`src/rtl/player_sequencer_if.sv`:
```
// Signal bundle between the game-flow sequencer and the input/timing and
// player/collision side; master is the sequencer, slave is everything around it.
interface player_sequencer_if;
    logic        frame_tick;
    logic        start_btn;
    logic        jump_btn;
    logic        goal_hit;
    logic [31:0] player_state;
    logic        player_step;
    logic        player_load;
    logic [31:0] init_state;
    logic        jump_r;
    logic [1:0]  level;
    logic [1:0]  lives;
    logic [2:0]  game_state;

    modport master (
        input  frame_tick, start_btn, jump_btn, goal_hit, player_state,
        output player_step, player_load, init_state, jump_r, level, lives, game_state
    );

    modport slave (
        output frame_tick, start_btn, jump_btn, goal_hit, player_state,
        input  player_step, player_load, init_state, jump_r, level, lives, game_state
    );
endinterface

```
`src/rtl/player_sequencer.sv`:
```
// Game-flow controller: turns frame ticks into single-cycle player strobes, loads
// per-level start state and walks title/play/freeze/clear/over/win.
module player_sequencer #(
    parameter int unsigned NUM_LEVELS    = 4,
    parameter int unsigned LIVES         = 3,
    parameter logic [9:0]  DEATH_Y       = 10'd515,
    parameter int unsigned FREEZE_FRAMES = 60
) (
    input  logic               sim_clk,
    input  logic               reset_n,
    player_sequencer_if.master bus
);
    typedef enum logic [2:0] {
        IDLE    = 3'd0,
        LOAD    = 3'd1,
        PLAY    = 3'd2,
        DYING   = 3'd3,
        CLEARED = 3'd4,
        OVER    = 3'd5,
        WON     = 3'd6
    } game_state_e;

    localparam logic [1:0] LAST_LEVEL_C  = 2'(NUM_LEVELS - 1);
    localparam logic [1:0] START_LIVES_C = 2'(LIVES);
    localparam logic [7:0] FREEZE_LEN_C  = 8'(FREEZE_FRAMES);

    // Start vector: fixed spawn point, moving right/down, speed rising with level.
    function automatic logic [31:0] init_vector(input logic [1:0] lvl);
        return {10'd176, 10'd99, 5'd4 + {3'b000, lvl}, 5'd0, 1'b1, 1'b0};
    endfunction

    game_state_e state_r;
    logic [1:0]  level_r;
    logic [1:0]  lives_r;
    logic [7:0]  freeze_cnt_r;
    logic        jump_latch_r;
    logic        start_prev_r;
    logic        jump_prev_r;
    logic        player_step_r;
    logic        player_load_r;
    logic        jump_req_r;

    logic        start_edge_s;
    logic        jump_edge_s;
    logic        dead_s;
    logic        freeze_done_s;

    assign start_edge_s  = bus.start_btn & ~start_prev_r;
    assign jump_edge_s   = bus.jump_btn & ~jump_prev_r;
    assign dead_s        = (bus.player_state[21:12] >= DEATH_Y);
    assign freeze_done_s = ((freeze_cnt_r + 8'd1) == FREEZE_LEN_C);

    // Game-flow FSM with all strobes, counters and the jump latch registered.
    always_ff @(posedge sim_clk or negedge reset_n) begin
        if (!reset_n) begin
            state_r       <= IDLE;
            level_r       <= 2'd0;
            lives_r       <= START_LIVES_C;
            freeze_cnt_r  <= 8'd0;
            jump_latch_r  <= 1'b0;
            start_prev_r  <= 1'b0;
            jump_prev_r   <= 1'b0;
            player_step_r <= 1'b0;
            player_load_r <= 1'b1;
            jump_req_r    <= 1'b0;
        end else begin
            start_prev_r  <= bus.start_btn;
            jump_prev_r   <= bus.jump_btn;
            player_step_r <= 1'b0;
            player_load_r <= 1'b1;
            jump_req_r    <= 1'b0;
            jump_latch_r  <= 1'b0;
            case (state_r)
                IDLE: begin
                    if (start_edge_s) state_r <= LOAD;
                    else              state_r <= IDLE;
                end
                LOAD: begin
                    if (bus.frame_tick) begin
                        player_step_r <= 1'b1;
                        state_r       <= PLAY;
                    end else begin
                        state_r <= LOAD;
                    end
                end
                PLAY: begin
                    player_load_r <= 1'b0;
                    if (bus.frame_tick && dead_s) begin
                        player_load_r <= 1'b1;
                        state_r       <= DYING;
                    end else if (bus.frame_tick && bus.goal_hit) begin
                        player_load_r <= 1'b1;
                        state_r       <= CLEARED;
                    end else if (bus.frame_tick) begin
                        // a press landing on the consuming step is kept for the next one
                        player_step_r <= 1'b1;
                        jump_req_r    <= jump_latch_r;
                        jump_latch_r  <= jump_edge_s;
                    end else begin
                        jump_latch_r  <= jump_latch_r | jump_edge_s;
                    end
                end
                DYING: begin
                    if (bus.frame_tick && freeze_done_s) begin
                        freeze_cnt_r <= 8'd0;
                        if (lives_r <= 2'd1) begin
                            lives_r <= 2'd0;
                            state_r <= OVER;
                        end else begin
                            lives_r <= lives_r - 2'd1;
                            state_r <= LOAD;
                        end
                    end else if (bus.frame_tick) begin
                        freeze_cnt_r <= freeze_cnt_r + 8'd1;
                    end else begin
                        freeze_cnt_r <= freeze_cnt_r;
                    end
                end
                CLEARED: begin
                    if (bus.frame_tick && freeze_done_s) begin
                        freeze_cnt_r <= 8'd0;
                        if (level_r == LAST_LEVEL_C) begin
                            state_r <= WON;
                        end else begin
                            level_r <= level_r + 2'd1;
                            state_r <= LOAD;
                        end
                    end else if (bus.frame_tick) begin
                        freeze_cnt_r <= freeze_cnt_r + 8'd1;
                    end else begin
                        freeze_cnt_r <= freeze_cnt_r;
                    end
                end
                OVER, WON: begin
                    if (start_edge_s) begin
                        level_r <= 2'd0;
                        lives_r <= START_LIVES_C;
                        state_r <= LOAD;
                    end else begin
                        state_r <= state_r;
                    end
                end
                default: begin
                    state_r <= IDLE;
                end
            endcase
        end
    end

    assign bus.player_step = player_step_r;
    assign bus.player_load = player_load_r;
    assign bus.jump_r      = jump_req_r;
    assign bus.level       = level_r;
    assign bus.lives       = lives_r;
    assign bus.game_state  = state_r;
    assign bus.init_state  = init_vector(level_r);
endmodule

```
`src/flat_wrapper.sv`:
```
// flat-port wrapper written by rule: the top's interface ports become plain ports
module player_sequencer_flat 
#(
    parameter int unsigned NUM_LEVELS    = 4,
    parameter int unsigned LIVES         = 3,
    parameter logic [9:0]  DEATH_Y       = 10'd515,
    parameter int unsigned FREEZE_FRAMES = 60
)
  (sim_clk, reset_n, bus_frame_tick, bus_start_btn, bus_jump_btn, bus_goal_hit, bus_player_state, bus_player_step, bus_player_load, bus_init_state, bus_jump_r, bus_level, bus_lives, bus_game_state);
  player_sequencer_if bus_i ();
  input  logic sim_clk;
  input  logic reset_n;
  input wire logic [$bits(bus_i.frame_tick)-1:0] bus_frame_tick;
  input wire logic [$bits(bus_i.start_btn)-1:0] bus_start_btn;
  input wire logic [$bits(bus_i.jump_btn)-1:0] bus_jump_btn;
  input wire logic [$bits(bus_i.goal_hit)-1:0] bus_goal_hit;
  input wire logic [$bits(bus_i.player_state)-1:0] bus_player_state;
  output wire logic [$bits(bus_i.player_step)-1:0] bus_player_step;
  output wire logic [$bits(bus_i.player_load)-1:0] bus_player_load;
  output wire logic [$bits(bus_i.init_state)-1:0] bus_init_state;
  output wire logic [$bits(bus_i.jump_r)-1:0] bus_jump_r;
  output wire logic [$bits(bus_i.level)-1:0] bus_level;
  output wire logic [$bits(bus_i.lives)-1:0] bus_lives;
  output wire logic [$bits(bus_i.game_state)-1:0] bus_game_state;
  assign bus_i.frame_tick = bus_frame_tick;
  assign bus_i.start_btn = bus_start_btn;
  assign bus_i.jump_btn = bus_jump_btn;
  assign bus_i.goal_hit = bus_goal_hit;
  assign bus_i.player_state = bus_player_state;
  assign bus_player_step = bus_i.player_step;
  assign bus_player_load = bus_i.player_load;
  assign bus_init_state = bus_i.init_state;
  assign bus_jump_r = bus_i.jump_r;
  assign bus_level = bus_i.level;
  assign bus_lives = bus_i.lives;
  assign bus_game_state = bus_i.game_state;
  player_sequencer #(.NUM_LEVELS(NUM_LEVELS), .LIVES(LIVES), .DEATH_Y(DEATH_Y), .FREEZE_FRAMES(FREEZE_FRAMES)) u_core (.sim_clk(sim_clk), .reset_n(reset_n), .bus(bus_i));
endmodule
```
`config.mk`:
```
export PLATFORM = sky130hd
export DESIGN_NAME = player_sequencer_flat
export DESIGN_NICKNAME = d
export VERILOG_FILES = /design/src/rtl/player_sequencer_if.sv /design/src/rtl/player_sequencer.sv /design/src/flat_wrapper.sv
export SDC_FILE = /design/constraint.sdc
export NUM_CORES = 1
export LEC_CHECK = 0
export BUFFER_PORTS_ARGS = -buffer_cell sky130_fd_sc_hd__buf_2
export CORE_ASPECT_RATIO = 1.2
export CORE_MARGIN = 2
export CORE_UTILIZATION = 35
export CTS_BUF_LIST = sky130_fd_sc_hd__clkbuf_4 sky130_fd_sc_hd__clkbuf_8
export CTS_CLUSTER_SIZE = 12
export DETAILED_ROUTE_END_ITERATION = 8
export GPL_ROUTABILITY_DRIVEN = 0
export GPL_TIMING_DRIVEN = 0
export PLACE_DENSITY = 0.79
export RECOVER_POWER = 100
export SLEW_MARGIN = 0
export SYNTH_ARGS = -nofsm -noshare
export SYNTH_HDL_FRONTEND = slang
export SYNTH_SLANG_ARGS = --single-unit
```
`constraint.sdc`:
```
create_clock -name sim_clk -period 1.7 [get_ports sim_clk]
set_input_delay 0.17 -clock sim_clk [delete_from_list [all_inputs] [get_ports sim_clk]]
set_output_delay 0.17 -clock sim_clk [all_outputs]
set_load 0.02 [all_outputs]
```
==> results.sh, run 1 <==
export IMPL_initial_utilization_pct=36.3
export IMPL_fp_row_count=25
export IMPL_fmax_mhz=613
export IMPL_timing_final_crit_share_pct=96.0
export IMPL_grtUsageTotal_pct=12.7
export IMPL_cpMaxStageDelayCell="dfrtp_1"
export IMPL_slew_headroom_pct=22.9
export IMPL_vias_per_cell=4.41
export IMPL_dpl_hpwl_mm=2.10
export IMPL_cp_cell_sequence="ha_2 > nand4_1 > nor4_2 > buf_4 > and2b_2 > mux2i_1 > o31ai_2"
export IMPL_cp_arrival_ns=1.79
export IMPL_final_cell_mix="buf_4 (38), conb_1 (30), dfrtp_1 (16)"
export IMPL_grt_pass1_wl_mm=4.68
export IMPL_drt_iter0_drc=126
export IMPL_cts_buffer_depth=2
export IMPL_cts_clk_slew_worst_paths_ns=0.08
export IMPL_ir_worst_vdd_v=0.000388
export IMPL_nets=263
export IMPL_cp_end_kind="register"
export IMPL_fill_cells=412
export IMPL_clk_latency_ns=0.27
export IMPL_synth_edf_count=0
export IMPL_p_leak_nw=0.900
export IMPL_coreArea_sq_um=3940
export IMPL_gr_total_overflow=0
export IMPL_io_buffer_count=27
export IMPL_drv_cap=0
export IMPL_finalSetupTns_ns=0
export IMPL_die_w_um=62.4
export IMPL_hold_start="bus_start_btn"
export IMPL_die_y_um=74.1
export IMPL_die_area_sq_um=4620
export IMPL_ys_types=44
export IMPL_syn_to_final_growth_pct=29.2
export IMPL_ys_seq_area_share_pct=37.0
export IMPL_ff2ff_setup_slack_ns=0.07
export IMPL_whs_endpoint="u_core.start_prev_r"
export IMPL_drive_gt1_share_pct=35.6
export IMPL_hold_path_class="input port to register"
export IMPL_placed_area_sq_um=1750
export IMPL_setup_viol=0
export IMPL_finalHoldViolations=0
export IMPL_mappedNetlistArea_sq_um=1430
export IMPL_worst_slew_pin_slew_ns=1.16
export IMPL_cts_buffers=3
export IMPL_boundaryPins=80
export IMPL_antenna_found_initial=0
export IMPL_synthCells=157
export IMPL_whs_path_depth=1
export IMPL_grt_max_degree=22
export IMPL_rr_worst_depth=7
export IMPL_seqCellArea_sq_um=532
export IMPL_root_buffer="clkbuf_8"
export IMPL_slew_violations=0
export IMPL_avgSynthCellArea_sq_um=9.12
export IMPL_cts_tree="yes"
export IMPL_multi_input_area_sq_um=764
export IMPL_outcome="complete, no violations"
export IMPL_grt_pass1_vias=1061
export IMPL_period_minus_slack_ns=1.63
export IMPL_antenna_diode_count=0
export IMPL_start_kind="register"
export IMPL_synth_top_flop_cell="dfrtp_1"
export IMPL_cts_sinks=21
export IMPL_h_tree_depth=1
export IMPL_final_common_cell="buf_4"
export IMPL_ant_nets=0
export IMPL_routed_wl_mm=2.91
export IMPL_skew_ns=0.00460
export IMPL_drc_errors=0
export IMPL_slowest_delay_ns=0.37
export IMPL_r2r_end="u_core.bus.level[1]"
export IMPL_hold_ws_ns=0.0183
export IMPL_r2r_start="u_core.freeze_cnt_r[0]"
export IMPL_first_pass_iters=4
export IMPL_powerDensity_nw_per_um2=1160
export IMPL_cp_data_required_time_ns=1.85
export IMPL_ys_warnings_count=0
export IMPL_rsz0062_at_grt="yes"
export IMPL_wl_per_cell_um=10.5
export IMPL_synth_seq_cells=21
export IMPL_synthArstFlopShare_pct=100
export IMPL_criticalPathCategory="register to register"
export IMPL_path_max_fanout=5
export IMPL_fin_area_sq_um=1850
export IMPL_num_vias=1218
per-layer routing:
layer	global-route usage, %	routed length [um]	up-vias	part of all wire (%)
met1	14.7	1160	552	40
met4	6.91	65	0	2.2
met5	0	0	-	0
met2	22.3	1480	49	51
li1	-	-	610	-
met3	2.72	207	7	7.1
what timing repair did:
action                                  4_1_cts  5_1_grt
hold buffers                                  1        0
hold endpoints to repair                     18        0
gates resized for setup                       1       13
pin swaps                                     2        1
cloned                                        0        0
endpoints found under the setup margin        6        9
buffers inserted                              5        0
sequential cells by signal, summed over array words and instances (netlist names):
register,count
u_core.jump_latch_r,1
u_core.bus.lives,2
u_core.freeze_cnt_r,8
u_core.bus.jump_r,1
u_core.jump_prev_r,1
u_core.start_prev_r,1
u_core.bus.level,2
u_core.bus.player_load,1
u_core.bus.game_state,3
u_core.bus.player_step,1
synthesized netlist by cell type, types with 3 or more instances:
master,instances,area share [%]
a21o_1,3,1.6
nand2b_1,6,2.6
o21ai_0,7,2.4
nor2b_1,4,1.7
nor3_1,3,1.0
a21oi_1,3,1.0
buf_4,33,17
nand2_1,15,3.9
o31ai_1,3,1.6
nor2_1,8,2.1
buf_2,3,1.0
xnor2_1,3,1.8
nand3_1,5,1.7
dfstp_2,3,5.5
nand4_1,3,1.3
dfrtp_1,18,31
cells by family after synthesis:
kind of cell,count (synthesis),synth area share [%]
fa+ha+maj,3,2.45
xor+xnor,4,2.45
other cells,2,0.525
flops,21,37.0
mux,4,3.06
simple gates,56,20.7
compound gates,29,14.9
buf+inv,38,18.9
through the flow:
step	power, mW	setup WS (ns)	utilization [%]	std cells
floorplan	1.49	0.0135	-	185
global placement	1.68	-0.0760	44.3	266
detailed placement	1.70	-0.119	44.3	266
CTS	2.10	0.0291	46.8	276
global route	2.30	-0.0503	46.9	276
finish	2.14	0.0678	46.9	276
worst max-delay path by stage:
stage | slack (ns) | start | to
global route | -0.05 | u_core.freeze_cnt_r[0] | u_core.bus.level[1]
detailed placement | -0.12 | u_core.freeze_cnt_r[0] | u_core.bus.level[1]
floorplan | 0.01 | u_core.bus.game_state[1] | u_core.bus.game_state[1]
finish | 0.07 | u_core.freeze_cnt_r[0] | u_core.bus.level[1]
global placement | -0.08 | u_core.freeze_cnt_r[0] | u_core.bus.level[1]
CTS | 0.03 | u_core.bus.game_state[2] | u_core.bus.game_state[0]
final cells by class:
cell class                      count  area share [%]
Inverter                            1           0.203
Clock buffer                        3            2.23
Multi-Input combinational cell    126            41.3
Buffer                             37            14.7
Timing Repair Buffer               33            8.80
Sequential cell                    21            28.8
Clock inverter                      1           0.271
Tap cell                           54            3.65
worst max-delay path: cells and delay by family (launching register included):
family | cells | cell delay, ns
buf+inv | 1 | 0.18
compound gates | 1 | 0.07
mux | 1 | 0.23
fa+ha+maj | 1 | 0.19
flops | 1 | 0.37
simple gates | 3 | 0.46
report_power, final:
part	leakage [nW]	switching, mW	internal [mW]
logic	0.609	0.591	0.454
clock network	0.0255	0.178	0.164
registers	0.265	0.125	0.632
total	0.900	0.894	1.25
(Power assumes the default switching activity.)
==> run 2: changes to the inputs <==
--- a/config.mk
+++ b/config.mk
@@ -14,6 +14,7 @@
 export DETAILED_ROUTE_END_ITERATION = 8
 export GPL_ROUTABILITY_DRIVEN = 0
 export GPL_TIMING_DRIVEN = 0
+export MAX_ROUTING_LAYER = met4
 export PLACE_DENSITY = 0.79
 export RECOVER_POWER = 100
 export SLEW_MARGIN = 0
==> results.sh, run 2 (synthesized netlist as in run 1, its figures left out) <==
export IMPL_finish_utilization_pct=46.9
export IMPL_drc_errors=0
export IMPL_whs_path_depth=1
export IMPL_fill_cells=412
export IMPL_boundaryPins=80
export IMPL_largest_reg_flops=8
export IMPL_r2r_start="u_core.freeze_cnt_r[0]"
export IMPL_initial_utilization_pct=36.3
export IMPL_skew_ns=0.00466
export IMPL_h_tree_depth=1
export IMPL_root_buffer="clkbuf_8"
export IMPL_wl_per_cell_um=10.5
export IMPL_cts_buffers=3
export IMPL_cp_end_kind="register"
export IMPL_ant_nets=0
export IMPL_slew_violations=0
export IMPL_p_leak_nw=0.900
export IMPL_powerDensity_nw_per_um2=1160
export IMPL_crit_start="u_core.freeze_cnt_r[0]"
export IMPL_ir_worst_vdd_v=0.000388
export IMPL_finalHoldViolations=0
export IMPL_final_cell_mix="buf_4 (38), conb_1 (30), dfrtp_1 (16)"
export IMPL_setup_viol=0
export IMPL_rsz0062_at_grt="yes"
export IMPL_vias_per_cell=4.42
export IMPL_finalSetupTns_ns=0
export IMPL_grt_pass1_wl_mm=4.69
export IMPL_cts_buffer_depth=2
export IMPL_cp_data_required_time_ns=1.85
export IMPL_final_common_cell="buf_4"
export IMPL_hold_ws_ns=0.0180
export IMPL_grt_max_degree=22
export IMPL_criticalPathCategory="register to register"
export IMPL_drv_cap=0
export IMPL_path_max_fanout=5
export IMPL_syn_to_final_growth_pct=29.2
export IMPL_die_y_um=74.1
export IMPL_ff2ff_setup_slack_ns=0.07
export IMPL_hold_path_class="input port to register"
export IMPL_cts_sinks=21
export IMPL_slew_headroom_pct=22.9
export IMPL_die_area_sq_um=4620
export IMPL_num_vias=1220
export IMPL_cts_clk_slew_worst_paths_ns=0.08
export IMPL_grt_pass1_vias=1060
export IMPL_outcome="complete, no violations"
export IMPL_finalNonFillerCells=276
export IMPL_start_kind="register"
export IMPL_hold_start="bus_start_btn"
export IMPL_timing_final_crit_share_pct=96.0
export IMPL_dpl_hpwl_mm=2.10
export IMPL_dp_cells=266
export IMPL_largest_register="u_core.freeze_cnt_r"
export IMPL_antenna_found_initial=0
export IMPL_fmax_mhz=613
export IMPL_worst_slew_pin_slew_ns=1.16
export IMPL_io_buffer_count=27
export IMPL_grtUsageTotal_pct=13.1
export IMPL_nets=263
export IMPL_antenna_diode_count=0
export IMPL_rr_worst_depth=7
export IMPL_drive_gt1_share_pct=35.6
export IMPL_cts_tree="yes"
export IMPL_gr_total_overflow=0
export IMPL_cp_arrival_ns=1.79
export IMPL_r2r_end="u_core.bus.level[1]"
export IMPL_coreArea_sq_um=3940
export IMPL_crit_end="u_core.bus.level[1]"
export IMPL_fp_row_count=25
export IMPL_clk_latency_ns=0.27
export IMPL_routed_wl_mm=2.91
export IMPL_die_w_um=62.4
export IMPL_drt_iter0_drc=126
export IMPL_period_minus_slack_ns=1.63
export IMPL_first_pass_iters=4
-- run 2: what timing repair did --
action                                  in CTS  in global routing
resized for setup                            1                 13
pin swaps                                    2                  1
endpoints found under the hold margin       18                  0
endpoints found under the setup margin       6                  9
setup buffers                                5                  0
hold buffers                                 1                  0
gates cloned                                 0                  0
-- run 2: critical path, stage by stage (launching register included) --
cell	delay, ns
dfrtp_1	0.38
ha_2	0.19
nand4_1	0.11
nor4_2	0.18
buf_4	0.18
and2b_2	0.17
mux2i_1	0.23
o31ai_2	0.07
-- run 2: per-stage QoR --
step / total power [mW] / setup slack (ns) / area, sq um
floorplan: 1.49 / 0.0135 / 1540
global placement: 1.68 / -0.0760 / 1750
global route: 2.30 / -0.0503 / 1850
CTS: 2.10 / 0.0291 / 1840
finish: 2.14 / 0.0678 / 1850
detailed placement: 1.70 / -0.119 / 1750
-- run 2: worst min-delay path by stage --
stage,endpoint,slack (ns)
2_1_floorplan,u_core.bus.game_state[0],-0.13
3_3_place_gp,u_core.bus.level[0],0.15
3_5_place_dp,u_core.bus.level[0],0.16
4_1_cts,u_core.start_prev_r,0.01
5_1_grt,u_core.start_prev_r,0.02
6_report,u_core.start_prev_r,0.02
-- run 2: routing by layer --
metal  global-route usage [%]  routed length, um  vias to the layer above  part of all wire, %
met5                        -                  0                        -                    0
met4                     6.91                 68                        0                  2.3
met3                     2.72                211                        7                  7.3
met2                     22.3               1480                       51                   51
met1                     14.7               1150                      552                   40
li1                         -                  -                      610                    -
-- run 2: area by class of cell --
cell class	count	area [sq um]	share of cell area (%)
multi-input cells	126	764	41.3
repair buffers	33	163	8.80
flip-flops and latches	21	532	28.8
well taps	54	67.6	3.65
clock inverters	1	5.00	0.271
plain buffers	37	273	14.7
clock buffers	3	41.3	2.23
inverters	1	3.75	0.203
-- run 2: power breakdown --
group          internal, mW  switching, mW
logic                 0.454          0.591
clock network         0.164          0.179
registers             0.632          0.125
total                  1.25          0.894
